`src/rtl/sdram_arb_pkg.sv`:
```
// Shared state encoding and master indices for the two-master SDRAM Wishbone arbiter.
package sdram_arb_pkg;

  typedef enum logic [1:0] {
    ST_IDLE = 2'd0,
    ST_GNT0 = 2'd1,
    ST_GNT1 = 2'd2
  } arb_state_e;

  localparam logic M0 = 1'b0;
  localparam logic M1 = 1'b1;

  function automatic logic [1:0] grant_of(arb_state_e st);
    case (st)
      ST_GNT0: grant_of = 2'b01;
      ST_GNT1: grant_of = 2'b10;
      default: grant_of = 2'b00;
    endcase
  endfunction

endpackage

```
`src/rtl/wb_sdram_arbiter.sv`:
```
// Round-robin arbiter giving a CPU (m0) and a DMA (m1) Wishbone master access to one
// SDRAM slave, with a stall watchdog that turns a hung access into a bus error.
module wb_sdram_arbiter
  import sdram_arb_pkg::*;
#(
  parameter int unsigned TIMEOUT = 255
) (
  input  logic        clk,
  input  logic        rst,
  input  logic        m0_cyc_i,
  input  logic        m0_stb_i,
  input  logic        m0_we_i,
  input  logic [3:0]  m0_sel_i,
  input  logic [31:0] m0_adr_i,
  input  logic [31:0] m0_dat_i,
  output logic        m0_ack_o,
  output logic        m0_err_o,
  output logic [31:0] m0_dat_o,
  input  logic        m1_cyc_i,
  input  logic        m1_stb_i,
  input  logic        m1_we_i,
  input  logic [3:0]  m1_sel_i,
  input  logic [31:0] m1_adr_i,
  input  logic [31:0] m1_dat_i,
  output logic        m1_ack_o,
  output logic        m1_err_o,
  output logic [31:0] m1_dat_o,
  output logic        s_cyc_o,
  output logic        s_stb_o,
  output logic        s_we_o,
  output logic [3:0]  s_sel_o,
  output logic [31:0] s_adr_o,
  output logic [31:0] s_dat_o,
  input  logic        s_ack_i,
  input  logic [31:0] s_dat_i,
  output logic [1:0]  grant_o
);

  localparam logic [15:0] TIMEOUT_W = 16'(TIMEOUT);

  arb_state_e  state, state_nxt;
  logic        last, last_nxt;
  logic [15:0] wd;
  logic        armed;
  logic        g0, g1, req_cyc, req_stb, expire;

  assign g0 = (state == ST_GNT0);
  assign g1 = (state == ST_GNT1);

  assign req_cyc = (g0 & m0_cyc_i) | (g1 & m1_cyc_i);
  assign req_stb = (g0 & m0_stb_i) | (g1 & m1_stb_i);
  // An ack landing in the expiry cycle completes the access instead of erroring it.
  assign expire  = req_stb & ~s_ack_i & (wd == TIMEOUT_W);

  assign s_cyc_o = req_cyc & ~expire;
  assign s_stb_o = req_stb & ~expire;
  assign s_we_o  = (g0 & m0_we_i) | (g1 & m1_we_i);
  assign s_sel_o = ({4{g0}} & m0_sel_i) | ({4{g1}} & m1_sel_i);
  assign s_adr_o = ({32{g0}} & m0_adr_i) | ({32{g1}} & m1_adr_i);
  assign s_dat_o = ({32{g0}} & m0_dat_i) | ({32{g1}} & m1_dat_i);

  assign m0_ack_o = g0 & s_ack_i;
  assign m0_err_o = g0 & expire;
  assign m0_dat_o = {32{g0}} & s_dat_i;
  assign m1_ack_o = g1 & s_ack_i;
  assign m1_err_o = g1 & expire;
  assign m1_dat_o = {32{g1}} & s_dat_i;

  always_comb begin
    state_nxt = state;
    last_nxt  = last;
    case (state)
      ST_IDLE: begin
        // armed holds off the first grant until the second edge after reset release.
        if (armed) begin
          if (m0_cyc_i && (!m1_cyc_i || last == M1)) begin
            state_nxt = ST_GNT0;
            last_nxt  = M0;
          end else if (m1_cyc_i) begin
            state_nxt = ST_GNT1;
            last_nxt  = M1;
          end
        end
      end
      ST_GNT0: begin
        if (!m0_cyc_i) begin
          if (m1_cyc_i) begin
            state_nxt = ST_GNT1;
            last_nxt  = M1;
          end else begin
            state_nxt = ST_IDLE;
          end
        end
      end
      ST_GNT1: begin
        if (!m1_cyc_i) begin
          if (m0_cyc_i) begin
            state_nxt = ST_GNT0;
            last_nxt  = M0;
          end else begin
            state_nxt = ST_IDLE;
          end
        end
      end
      default: state_nxt = ST_IDLE;
    endcase
  end

  always_ff @(posedge clk or negedge rst) begin
    if (!rst) begin
      state   <= ST_IDLE;
      last    <= M1;
      wd      <= '0;
      armed   <= 1'b0;
      grant_o <= 2'b00;
    end else begin
      state   <= state_nxt;
      last    <= last_nxt;
      armed   <= 1'b1;
      grant_o <= grant_of(state_nxt);
      if (state_nxt != state || s_ack_i || expire) begin
        wd <= '0;
      end else if (s_stb_o) begin
        wd <= wd + 16'd1;
      end
    end
  end

endmodule

```
`config.mk`:
```
export PLATFORM = sky130hd
export DESIGN_NAME = wb_sdram_arbiter
export DESIGN_NICKNAME = d
export VERILOG_FILES = /design/src/rtl/sdram_arb_pkg.sv /design/src/rtl/wb_sdram_arbiter.sv
export SDC_FILE = /design/constraint.sdc
export NUM_CORES = 1
export LEC_CHECK = 0
export ABC_AREA = 1
export CAP_MARGIN = 25
export CORE_AREA = 2 2 124 126
export CTS_CLUSTER_SIZE = 25
export DETAILED_ROUTE_END_ITERATION = 12
export DIE_AREA = 0 0 126 128
export MAX_ROUTING_LAYER = met4
export PLACE_DENSITY = 0.69
export SLEW_MARGIN = 20
export SYNTH_ARGS = -nofsm -noshare
export SYNTH_HDL_FRONTEND = slang
export SYNTH_SLANG_ARGS = --single-unit
```
`constraint.sdc`:
```
create_clock -name clk -period 4.8 [get_ports clk]
set_clock_uncertainty 0.2 [all_clocks]
set_input_delay 0.96 -clock clk [delete_from_list [all_inputs] [get_ports clk]]
set_output_delay 0.96 -clock clk [all_outputs]
set_load 0.02 [all_outputs]
```
==> summary.md, run 1 <==
| Metric | Value |
|---|---|
| R2R depth | `15` |
| Full die area | `0.01613 mm^2` |
| Achievable frequency | `227.0 MHz` |
| Clock buffer depth | `2` |
| Pre-CTS setup slack | `0.4239 ns` |
| Hold Crit Class | `flop to flop` |
| Register area | `551.8 um^2` |
| Initial Util | `0.1834` |
| Cells after Synth | `455` |
| Skew-Pair Late Insertion Delay | `0.26 ns` |
| DRC errors left | `0` |
| Worst vdd ir | `0.2011 mV` |
| Share of layout cells above drive strength 1 | `0.03457` |
| Yosys top cell area share | `0.2249` |
| Worst-margin pin slew | `0.8533 ns` |
| Worst reg2reg endpoint | `wd[9]$_DFFE_PN0P_` |
| Synth unique cells | `26` |
| Sw frac | `0.4837` |
| Fillers | `1543` |
| First-iteration detailed-routing DRC count | `173` |
| Worst EP required | `3.64 ns` |
| DP Wirelength | `12770 um` |
| Post-Syn Area | `0.002726 mm^2` |
| Crit path launch type | `input port` |
| Max stage delay cell, worst path | `clkdlybuf4s50_1` |
| Worst R2R Setup Slack | `1.74 ns` |
| Total Routed Length | `15170 um` |
| Commonest non-fill, non-tap cell in the layout | `clkdlybuf4s50_1` |
| Pwr Density | `417.3 mW/mm^2` |
| PnR worst setup slack | `0.3951 ns` |
| Hold depth | `2` |
| Initial antenna violation count | `2` |
| Clk slew on worst S/H paths | `0.06 ns` |
| Non-filler instance count after layout | `942` |
| Top sig layer | `met4` |
| Crit path time final | `4.405 ns` |
| Total clock sinks | `22` |
| Hold Crit Endpoint | `last$_DFFE_PN1P_` |
| DRT Pass-1 Iters | `4` |
| Slowest stage delay, CP | `0.74 ns` |
| Worst hold margin | `0.3105 ns` |
| Kind of cell adding the most delay to the critical path | `buffers and inverters` |
| Antenna-violating nets left | `0` |
| P_sw | `0.001244 W` |
| Synthesized area per cell | `5.992 um^2` |
| Ranking of synthesized cells by area | `a22o_1, dfrtp_1, nand2_1` |
| Pint | `0.001328 W` |
| Chip width | `126 um` |
| Final Hold Fails | `0` |
| Area delta synth->final | `126.1%` |
| Post-CTS setup repair buffer count | `0` |
| DR vias | `4018` |
| Clock network power share | `0.092` |
| GP Congestion | `0.8965` |
| Root buffer cell | `clkbuf_16` |
| Setup violators final | `0` |
| Multi-input logic area | `0.001682 mm^2` |
| RSZ-0062 raised after global routing | `no` |
| Max-slew violations | `0` |
| PortBufs | `317` |
| Row Count | `45` |
| Largest net degree at the start of global routing | `80` |
| Final period util | `0.9177` |
| Max-Cap Viols | `0` |
| Worst setup EP type | `output port` |
| Max-Slew Margin vs Limit | `0.4311` |
| Via/cell ratio | `4.265` |
| Vias in the first global route | `3889` |
| Routed wl met3 | `950 um` |
| CTS Buf Count | `3` |
| Critical setup path kind | `input port to output port` |
| Area leader, netlist | `a22o_1` |
| YS warnings | `0` |
| Core Region | `0.01486 mm^2` |
| Hold_sp | `last$_DFFE_PN1P_` |
| Post-CTS Hold Buffers | `0` |
| Final instance area | `0.006165 mm^2` |
| Outcome | `completed` |
| Register area share after synthesis | `0.2024` |
| Metal2 WL | `7626 um` |
| Bufs and invs on worst path | `2` |
| Routed length on met1 | `6414 um` |
| First-pass GRT wire length | `22050 um` |
| Placed insts | `936` |
| Area after DPL | `0.006055 mm^2` |
| Leak | `2.914 nW` |
| Die height | `128 um` |
| Setup_tns | `0 ns` |
| Register share of total power | `0.088` |
| Worst flop-to-flop path startpoint | `state[0]$_DFF_PN0_` |
| TritonCTS clock tree | `built` |
| Comb power frac | `0.820` |
| GRT overflow | `0` |
| H-Tree Depth | `1` |
| Most frequent cells in the layout | `clkdlybuf4s50_1, nand2_1, inv_1` |
| Worst EP arrival | `3.24 ns` |
| Largest fanout on the critical path | `20` |
| Flip-flop and latch count after synthesis | `22` |
| I/O pins | `318` |
| Post-cts sizing count | `0` |
| Layout Nets | `935` |
| Worst-path cell chain | `clkdlybuf4s50_1 > nor2_1 > nand2_1 > nor2_1 > nand2_1 > nor2_4 > nor2_2 > clkdlybuf4s50_1` |
| WL per Instance | `16.11 um` |
| Net Count, Synth | `637` |
| GR Util All Layers | `0.1794` |
[sequential cells by signal, summed over array words and instances, names as in the netlist]
signal   cells
wd          16
grant_o      2
state        2
armed        1
last         1
[area by class of cell]
| type | count | share of cell area |
|---|---|---|
| antenna | 2 | 0.0008119 |
| clock buffer | 3 | 0.01218 |
| clock inverter | 1 | 0.004871 |
| inverter | 100 | 0.06089 |
| multi-input combinational | 305 | 0.2728 |
| sequential | 22 | 0.08951 |
| tap | 188 | 0.03816 |
| timing repair buffer | 321 | 0.5208 |
[per-stage QoR]
step	util	total power, W
after global placement	0.4063	0.002342
after CTS	0.4144	0.002591
after global routing	0.4147	0.002712
after detailed placement	0.4073	0.002345
final	0.4147	0.002572
after floorplan	-	0.001329
[power groups by stage]
stage | clock, W | combinational (W) | sequential (W)
finish | 0.000238 | 0.00211 | 0.000226
global route | 0.000246 | 0.00224 | 0.000228
floorplan | 0 | 0.00110 | 0.000229
CTS | 0.000240 | 0.00213 | 0.000225
detailed placement | 0 | 0.00212 | 0.000229
global placement | 0 | 0.00211 | 0.000228
[Yosys cell counts]
cell type and number:
buf_4 2, o21ai_0 5, a22o_1 70, o21ai_1 2
a21oi_1 3, nand2_2 6, buf_6 4, nor3_2 1
o211ai_1 1, nand3_1 20, dfrtp_1 21, nor2_1 43
dfstp_2 1, clkbuf_1 22, xor2_1 1, o21bai_1 1
inv_2 2, conb_1 1, inv_1 98, nor2_2 1
nand3_2 2, ha_1 5, nand2_1 137, nor3_1 3
nor3_4 1, nor2_4 2
[how the worst max path moves through the flow]
stage	startpoint	to	cells after the start	slack, ns
after floorplan	s_ack_i	m0_err_o	7	1.90
after global placement	s_ack_i	s_stb_o	8	0.46
after detailed placement	s_ack_i	s_stb_o	8	0.42
after CTS	s_ack_i	s_stb_o	8	0.41
after global routing	s_ack_i	s_stb_o	8	0.22
final	s_ack_i	s_stb_o	8	0.40
[layer usage]
metal	global-route usage	vias up
met5	-	-
met4	0.02392	0
met3	0.03840	13
met2	0.3074	142
met1	0.2235	1830
li1	-	2033
[kinds of logic (layout without fill, tap and decap cells)]
kind of cell / after synthesis / in the layout / share of synthesized area
flops: 22 / 22 / 0.2024
other cells: 1 / 3 / 0.001375
compound gates: 82 / 82 / 0.2487
buf+inv: 128 / 425 / 0.1900
simple gates: 216 / 216 / 0.3313
xor+xnor: 1 / 1 / 0.003213
fa+ha+maj: 5 / 5 / 0.02295
[worst reg2reg max path, stage by stage, from the launching register on]
cell and delay (ns):
dfrtp_1 0.47, inv_1 0.17, ha_4 0.38, buf_4 0.69, nand2_1 0.12, nand2_1 0.12, nand2_1 0.06, nand2_1 0.06
inv_1 0.04, nand2_2 0.06, nand2_2 0.07, inv_2 0.06, nand2_1 0.04, nand2_1 0.07, nand2_2 0.20, nor2_1 0.17
Note: power is estimated with default switching activity, not from simulation.
==> run 2, diff against run 1 <==
--- a/config.mk
+++ b/config.mk
@@ -13,6 +13,7 @@
 export DIE_AREA = 0 0 126 128
 export MAX_ROUTING_LAYER = met4
 export PLACE_DENSITY = 0.69
+export SKIP_CTS_REPAIR_TIMING = 1
 export SLEW_MARGIN = 20
 export SYNTH_ARGS = -nofsm -noshare
 export SYNTH_HDL_FRONTEND = slang
==> results of run 2 <==
No change in the layout: final DEF, timing and power equal those of run 1.
